[config.mk]
export PLATFORM = sky130hd
export DESIGN_NAME = display_regs
export DESIGN_NICKNAME = d
export VERILOG_FILES = /design/src/rtl/display_regs.sv
export SDC_FILE = /design/constraint.sdc
export NUM_CORES = 1
export LEC_CHECK = 0
export BUFFER_PORTS_ARGS = -buffer_cell sky130_fd_sc_hd__buf_2
export CAP_MARGIN = 20
export CORE_UTILIZATION = 55
export DETAILED_ROUTE_END_ITERATION = 8
export GPL_TIMING_DRIVEN = 1
export PLACE_DENSITY = 0.87
export RECOVER_POWER = 100
export SYNTH_ARGS = -nofsm -noshare
export SYNTH_HDL_FRONTEND = slang
export SYNTH_SLANG_ARGS = --single-unit
export TNS_END_PERCENT = 20
[constraint.sdc]
create_clock -name clk -period 2.3 [get_ports clk]
set_input_delay 0.115 -clock clk [delete_from_list [all_inputs] [get_ports clk]]
set_output_delay 0.115 -clock clk [all_outputs]
set_load 0.01 [all_outputs]
[src/rtl/display_regs.sv]
// Purpose: bus register front end for the 4-digit 7-segment display (hex passthrough or double-dabble BCD).
// Latency: hex refresh 1 cycle after the write; decimal refresh 17 cycles after the write (busy meanwhile).
// Backpressure: none; every write is accepted, and a write during conversion restarts it (latest wins).
module display_regs (
    input  logic        clk,
    input  logic        rst_n,
    input  logic        we,
    input  logic [1:0]  addr,
    input  logic [31:0] wdata,
    output logic [31:0] rdata,
    output logic [3:0]  num0,
    output logic [3:0]  num1,
    output logic [3:0]  num2,
    output logic [3:0]  num3,
    output logic [3:0]  nums_enable,
    output logic [3:0]  dots_enable,
    output logic        busy
);

    typedef enum logic [1:0] {
        IDLE = 2'd0,
        CONV = 2'd1,
        LOAD = 2'd2
    } state_t;

    localparam logic [15:0] DEC_MAX = 16'd9999;

    // Bus-visible registers
    logic [15:0] value_q;
    logic        mode_q;
    logic        blank_q;
    logic [3:0]  dots_q;
    logic [3:0]  mask_q;
    logic        ovf_q;

    // Conversion / refresh state
    state_t      state_q;
    logic [3:0]  iter_q;
    logic [15:0] bcd_q;
    logic [15:0] opnd_q;
    logic        ovf_pend_q;
    logic        hex_pend_q;
    logic [15:0] nums_q;
    logic [3:0]  nums_en_q;
    logic [3:0]  dots_en_q;

    // Write decode and the register values as they will be after this edge
    logic        wr_value;
    logic        wr_ctrl;
    logic        refresh;
    logic [15:0] value_nxt;
    logic        mode_nxt;
    logic        sat_nxt;

    assign wr_value  = we && (addr == 2'd0);
    assign wr_ctrl   = we && (addr == 2'd1);
    assign refresh   = wr_value || wr_ctrl;
    assign value_nxt = wr_value ? wdata[15:0] : value_q;
    assign mode_nxt  = wr_ctrl ? wdata[0] : mode_q;
    assign sat_nxt   = (value_nxt > DEC_MAX);

    // Bits of the write bus that no register uses
    logic unused_wdata;
    assign unused_wdata = ^{wdata[31:16], wdata[3:2]};

    // One double-dabble step: add 3 to every BCD nibble >= 5, then shift {bcd, operand} left
    logic [15:0] bcd_adj;
    logic [15:0] bcd_shift;
    logic [15:0] opnd_shift;

    always_comb begin
        bcd_adj = bcd_q;
        for (int i = 0; i < 4; i++) begin
            if (bcd_q[i*4 +: 4] >= 4'd5) begin
                bcd_adj[i*4 +: 4] = bcd_q[i*4 +: 4] + 4'd3;
            end
        end
        {bcd_shift, opnd_shift} = {bcd_adj, opnd_q} << 1;
    end

    // Digit enables: mask gates everything; blanking hides zeros left of the first nonzero digit
    function automatic logic [3:0] digit_en(input logic [15:0] d,
                                            input logic [3:0]  m,
                                            input logic        b);
        logic [3:0] e;
        e[0] = m[0];
        e[1] = m[1] & (~b | (|d[15:4]));
        e[2] = m[2] & (~b | (|d[15:8]));
        e[3] = m[3] & (~b | (|d[15:12]));
        return e;
    endfunction

    // VALUE and CTRL registers take bus writes directly
    always_ff @(posedge clk or negedge rst_n) begin
        if (!rst_n) begin
            value_q <= 16'd0;
            mode_q  <= 1'b1;
            blank_q <= 1'b1;
            dots_q  <= 4'd0;
            mask_q  <= 4'hF;
        end else begin
            if (wr_value) begin
                value_q <= wdata[15:0];
            end
            if (wr_ctrl) begin
                mode_q  <= wdata[0];
                blank_q <= wdata[1];
                dots_q  <= wdata[7:4];
                mask_q  <= wdata[11:8];
            end
        end
    end

    // Refresh FSM: hex loads one cycle after a trigger, decimal runs 16 shifts then LOAD
    always_ff @(posedge clk or negedge rst_n) begin
        if (!rst_n) begin
            state_q    <= IDLE;
            iter_q     <= 4'd0;
            bcd_q      <= 16'd0;
            opnd_q     <= 16'd0;
            ovf_pend_q <= 1'b0;
            hex_pend_q <= 1'b0;
            ovf_q      <= 1'b0;
            nums_q     <= 16'd0;
            nums_en_q  <= 4'b0001;
            dots_en_q  <= 4'd0;
        end else begin
            // A pending hex refresh completes from the registers written last cycle
            if (state_q == IDLE && hex_pend_q) begin
                nums_q     <= value_q;
                nums_en_q  <= digit_en(value_q, mask_q, blank_q);
                dots_en_q  <= dots_q;
                ovf_q      <= 1'b0;
                hex_pend_q <= 1'b0;
            end

            case (state_q)
                CONV: begin
                    bcd_q  <= bcd_shift;
                    opnd_q <= opnd_shift;
                    iter_q <= iter_q + 4'd1;
                    if (iter_q == 4'd15) begin
                        state_q <= LOAD;
                    end
                end
                LOAD: begin
                    // A write landing on this edge supersedes the finished result
                    if (!refresh) begin
                        nums_q    <= bcd_q;
                        nums_en_q <= digit_en(bcd_q, mask_q, blank_q);
                        dots_en_q <= dots_q;
                        ovf_q     <= ovf_pend_q;
                    end
                    state_q <= IDLE;
                end
                default: ;
            endcase

            // Any VALUE/CTRL write restarts the refresh using the freshly written registers
            if (refresh) begin
                if (mode_nxt) begin
                    state_q    <= CONV;
                    iter_q     <= 4'd0;
                    bcd_q      <= 16'd0;
                    opnd_q     <= sat_nxt ? DEC_MAX : value_nxt;
                    ovf_pend_q <= sat_nxt;
                    hex_pend_q <= 1'b0;
                end else begin
                    state_q    <= IDLE;
                    hex_pend_q <= 1'b1;
                end
            end
        end
    end

    assign busy        = (state_q != IDLE);
    assign num0        = nums_q[3:0];
    assign num1        = nums_q[7:4];
    assign num2        = nums_q[11:8];
    assign num3        = nums_q[15:12];
    assign nums_enable = nums_en_q;
    assign dots_enable = dots_en_q;

    // Read mux, combinational and side-effect free
    always_comb begin
        rdata = 32'd0;
        case (addr)
            2'd0:    rdata = {16'd0, value_q};
            2'd1:    rdata = {20'd0, mask_q, dots_q, 2'b00, blank_q, mode_q};
            2'd2:    rdata = {30'd0, ovf_q, busy};
            default: rdata = 32'd0;
        endcase
    end

endmodule

==> impl_metrics.csv <==
group,metric,value,unit
timing,slew_headroom,-16.2,%
synth,yosys.area_share.simple,16.1,%
final_layout,fin_nets,574,
worst_setup_path,critPathKind,"register to register",
timing,setup_viol,0,
power,seqPwrFrac,45.9,%
cts,cts_resized,0,
cts,cts-root-buf,"clkbuf_8",
worst_setup_path,endpoint,"bcd_q[1]",
final_layout,final_area,0.00519,mm2
detailed_routing,viasPerCell,5.84,
synth,syn_avg_cell_area,10.1,um2
die,placementRows,33,
outcome,outcome,"finished with violations",
final_layout,antenna_cells,0,
global_routing,antenna_found_initial,0,
die,io-pin-count,94,
detailed_routing,detail_route.wl_per_cell,17.5,um
worst_setup_path,worstPathMaxFanout,21,
detailed_routing,drcViolationCount,0,
synth,synth_xor_area_share,1.30,%
outcome,violations,"negative hold slack, max-capacitance violations, max-slew violations",
worst_setup_path,start_kind,"register",
worst_setup_path,reg2reg_slack,0.28,ns
cts,clock_latency,0.37,ns
worst_setup_path,cp_top_family,"buffers and inverters",
synth,synth.largest_area_cell,"dfrtp_1",
timing,worst_hold_slack,-0.000967,ns
worst_setup_path,crit_arrival,2.22,ns
placed_design,place_area,0.00504,mm2
synth,yosysSeqAreaShare,48.6,%
global_routing,grt_pass1_wl,18.2,mm
synth,netlist_area,0.00470,mm2
synth,ys_warn_count,0,
synth,synth_top_family_by_area,"simple AND/OR/NAND/NOR gates",
power,p_int,3.72,mW
synth,synth_seq_cells,91,
die,die_h,94.4,um
power,cellPowerDensity,1150,mW/mm2
detailed_routing,drt_iter0_drc,319,
worst_setup_path,crit_cells,4,
cts,cts_tree,"done",
synth,synth_compound_area_share,10.1,%
worst_setup_path,cpMaxStageDelayCell,"clkbuf_1",
timing,max_freq,496,MHz
detailed_routing,routed_wl,11.1,mm
timing,clock_skew,0.00851,ns
timing,rsz0062_at_grt,"no",
worst_setup_path,r2r_cells,4,
synth,yosys-top-cells-area,"dfrtp_1 45%, mux2_2 7.7%, nand2_1 6.5%, mux2i_1 6.4%, dfstp_2 3.9%",
worst_setup_path,r2r_end,"bcd_q[1]",
synth,syn_inst,465,
power,p_clk_share,20.4,%
detailed_routing,dr.pass1.iters,6,
power,p_switching,2.25,mW
timing,fin_setup_tns,0,ns
cts,path_clk_slew,0.09,ns
cts,htree_levels,3,
power,p_total,5.97,mW
die,chipWidth,94.4,um
worst_setup_path,endpoint_kind,"register",
worst_setup_path,timing.rr.start,"mode_q",
die,core_area,0.00826,mm2
timing,finalCritPeriodShare,87.6,%
worst_setup_path,cp_cell_sequence,"mux2_2 > and2_0 > clkbuf_1 > a21oi_1",
worst_setup_path,crit_start,"mode_q",
die,die_area,0.00892,mm2
final_layout,area_growth,10.4,%
timing,fin_crit,2.02,ns
synth,synthAdderAreaFrac,3.19,%
worst_setup_path,cp.required,2.50,ns
synth,synth_cell_types,40,
cts,cts_inserted_buffers,9,
power,swShare,37.7,%
power,p_comb_share,33.7,%
detailed_routing,drtAntennaViolNets,0,
global_routing,grt_max_degree,71,
power,p_leak,2.35,nW
job,cap_viol_max_count,1,
worst_setup_path,slowest_delay,0.78,ns
final_layout,drive_gt1_share,15.7,%
min_path,hp-class,"input pin to register",
global_routing,grt_pass1_vias,3678,
synth,synthMuxAreaShare,14.1,%
synth,synth_edf_count,0,
timing,hold_viol_final,1,
detailed_routing,vias,3706,
synth,synth_top_area_share,44.7,%
cts,cts_sinks,91,
timing,drv_slew,71,
die,initial_utilization,56.9,%
synth,synthArstFlopShare,100,%
global_routing,track_usage,26.9,%
worst_setup_path,critPathBufInv,1,
timing,tightest_slew,1.74,ns
cts,cts.path.max_buffers,2,
synth,synth_ff_type,"dfrtp_1",
power,peakVddDrop,0.403,mV
placed_design,hpwl,7.75,mm
placed_design,placement.io_buffers,61,
placed_design,gp_congestion,0.857,
global_routing,grt_overflow,0,
[metrics by stage]
stage	std cells	utilization [%]	setup slack [ns]	hold slack (ns)
2_1_floorplan	480	-	0.688	-0.181
3_3_place_gp	618	61.0	0.546	0.278
3_5_place_dp	618	61.0	0.482	0.291
4_1_cts	635	63.8	0.460	0.00338
5_1_grt	635	62.8	0.171	0.00293
6_report	635	62.8	0.285	-0.000967
[area by class of cell]
cell class	instances	area [um2]
fillers	669	3070
clock inverters	7	98.8
well taps	105	131
inverters	12	45.0
repair buffers	75	352
flip-flops and latches	91	2290
multi-input cells	336	2150
clock buffers	9	124
[cells in the mapped netlist (6+ instances only)]
cell type / n
dfstp_2: 7
ha_1: 12
nand3_1: 23
buf_4: 17
nand2b_1: 6
dfrtp_1: 84
a21oi_1: 23
clkbuf_1: 14
mux2i_1: 30
o211a_1: 6
mux2_2: 32
inv_1: 12
nor2_1: 21
o21ai_0: 34
and2_1: 8
nand2_1: 82
a211oi_1: 6
[worst reg2reg max path, cell delays in order, from the launching register on]
cell	delay (ns)
dfstp_2	0.56
mux2_2	0.15
and2_0	0.24
clkbuf_1	0.78
a21oi_1	0.12
[worst min path at each step]
| stage | start | to | slack (ns) | depth (start not counted) |
|---|---|---|---|---|
| 6_report | wdata[14] | value_q[14] | -0.001 | 2 |
| 5_1_grt | wdata[14] | value_q[14] | 0.003 | 2 |
| 4_1_cts | wdata[3] | value_q[3] | 0.003 | 2 |
| 3_5_place_dp | rst_n | nums_q[3] | 0.29 | 1 |
| 3_3_place_gp | rst_n | bcd_q[3] | 0.28 | 1 |
| 2_1_floorplan | rst_n | bcd_q[0] | -0.18 | 0 |
[cells by family (layout without fill, tap and decap cells)]
logic type                 Yosys count  count (layout)
DFF                                 91              91
other                                1              16
muxes                               62              62
AOI/OAI and AO/OA                   79              79
adders and majority gates           12              12
xor gates and xnor gates             7               7
buffers and inverters               53             103
and+or+nand+nor                    160             160
[power groups by stage]
| stage | Sequential (mW) | Clock [mW] | Combinational, mW |
|---|---|---|---|
| finish | 2.74 | 1.22 | 2.02 |
| detailed placement | 2.74 | 0 | 2.08 |
| CTS | 2.72 | 1.23 | 2.10 |
| floorplan | 2.70 | 0 | 1.39 |
| global route | 2.82 | 1.29 | 2.27 |
| global placement | 2.70 | 0 | 1.94 |
[state kept, by name, summed over array words and instances, names as in the netlist]
name,flops
dots_q,4
ovf_q,1
ovf_pend_q,1
nums_enable,4
mode_q,1
state_q,2
blank_q,1
dots_enable,4
value_q,16
opnd_q,16
mask_q,4
nums_q,16
bcd_q,16
iter_q,4
hex_pend_q,1
[cells in the final DEF (no fill, tap or decap), types with 3 or more instances in the layout]
master,count
a22o_1,4
nand2_1,82
a21oi_1,23
buf_4,9
inv_6,3
conb_1,16
and2_0,5
clkbuf_8,9
dfstp_2,6
nor4_1,3
inv_1,12
a211oi_1,6
nor3b_1,3
nor2_1,22
buf_2,23
mux2_1,8
dfrtp_1,84
nand2b_1,6
o211a_1,6
mux2i_1,30
clkbuf_1,41
mux2_2,24
o21ai_0,34
xnor2_1,5
ha_1,12
and2_1,3
nand3_1,23
[layer usage]
metal / global-route usage (%) / part of all wire (%) / up-vias
met3: 4.59 / 6.5 / 34
met4: 14.5 / 4.0 / 0
met5: 0 / 0 / -
met1: 33.9 / 41 / 1813
li1: - / - / 1683
met2: 44.1 / 49 / 176
[what timing repair did]
action / in CTS / in global routing
endpoints found under the hold margin: 61 / 0
setup buffers: 0 / 0
hold buffers: 1 / 0
Power figures use the tool's default switching activity.
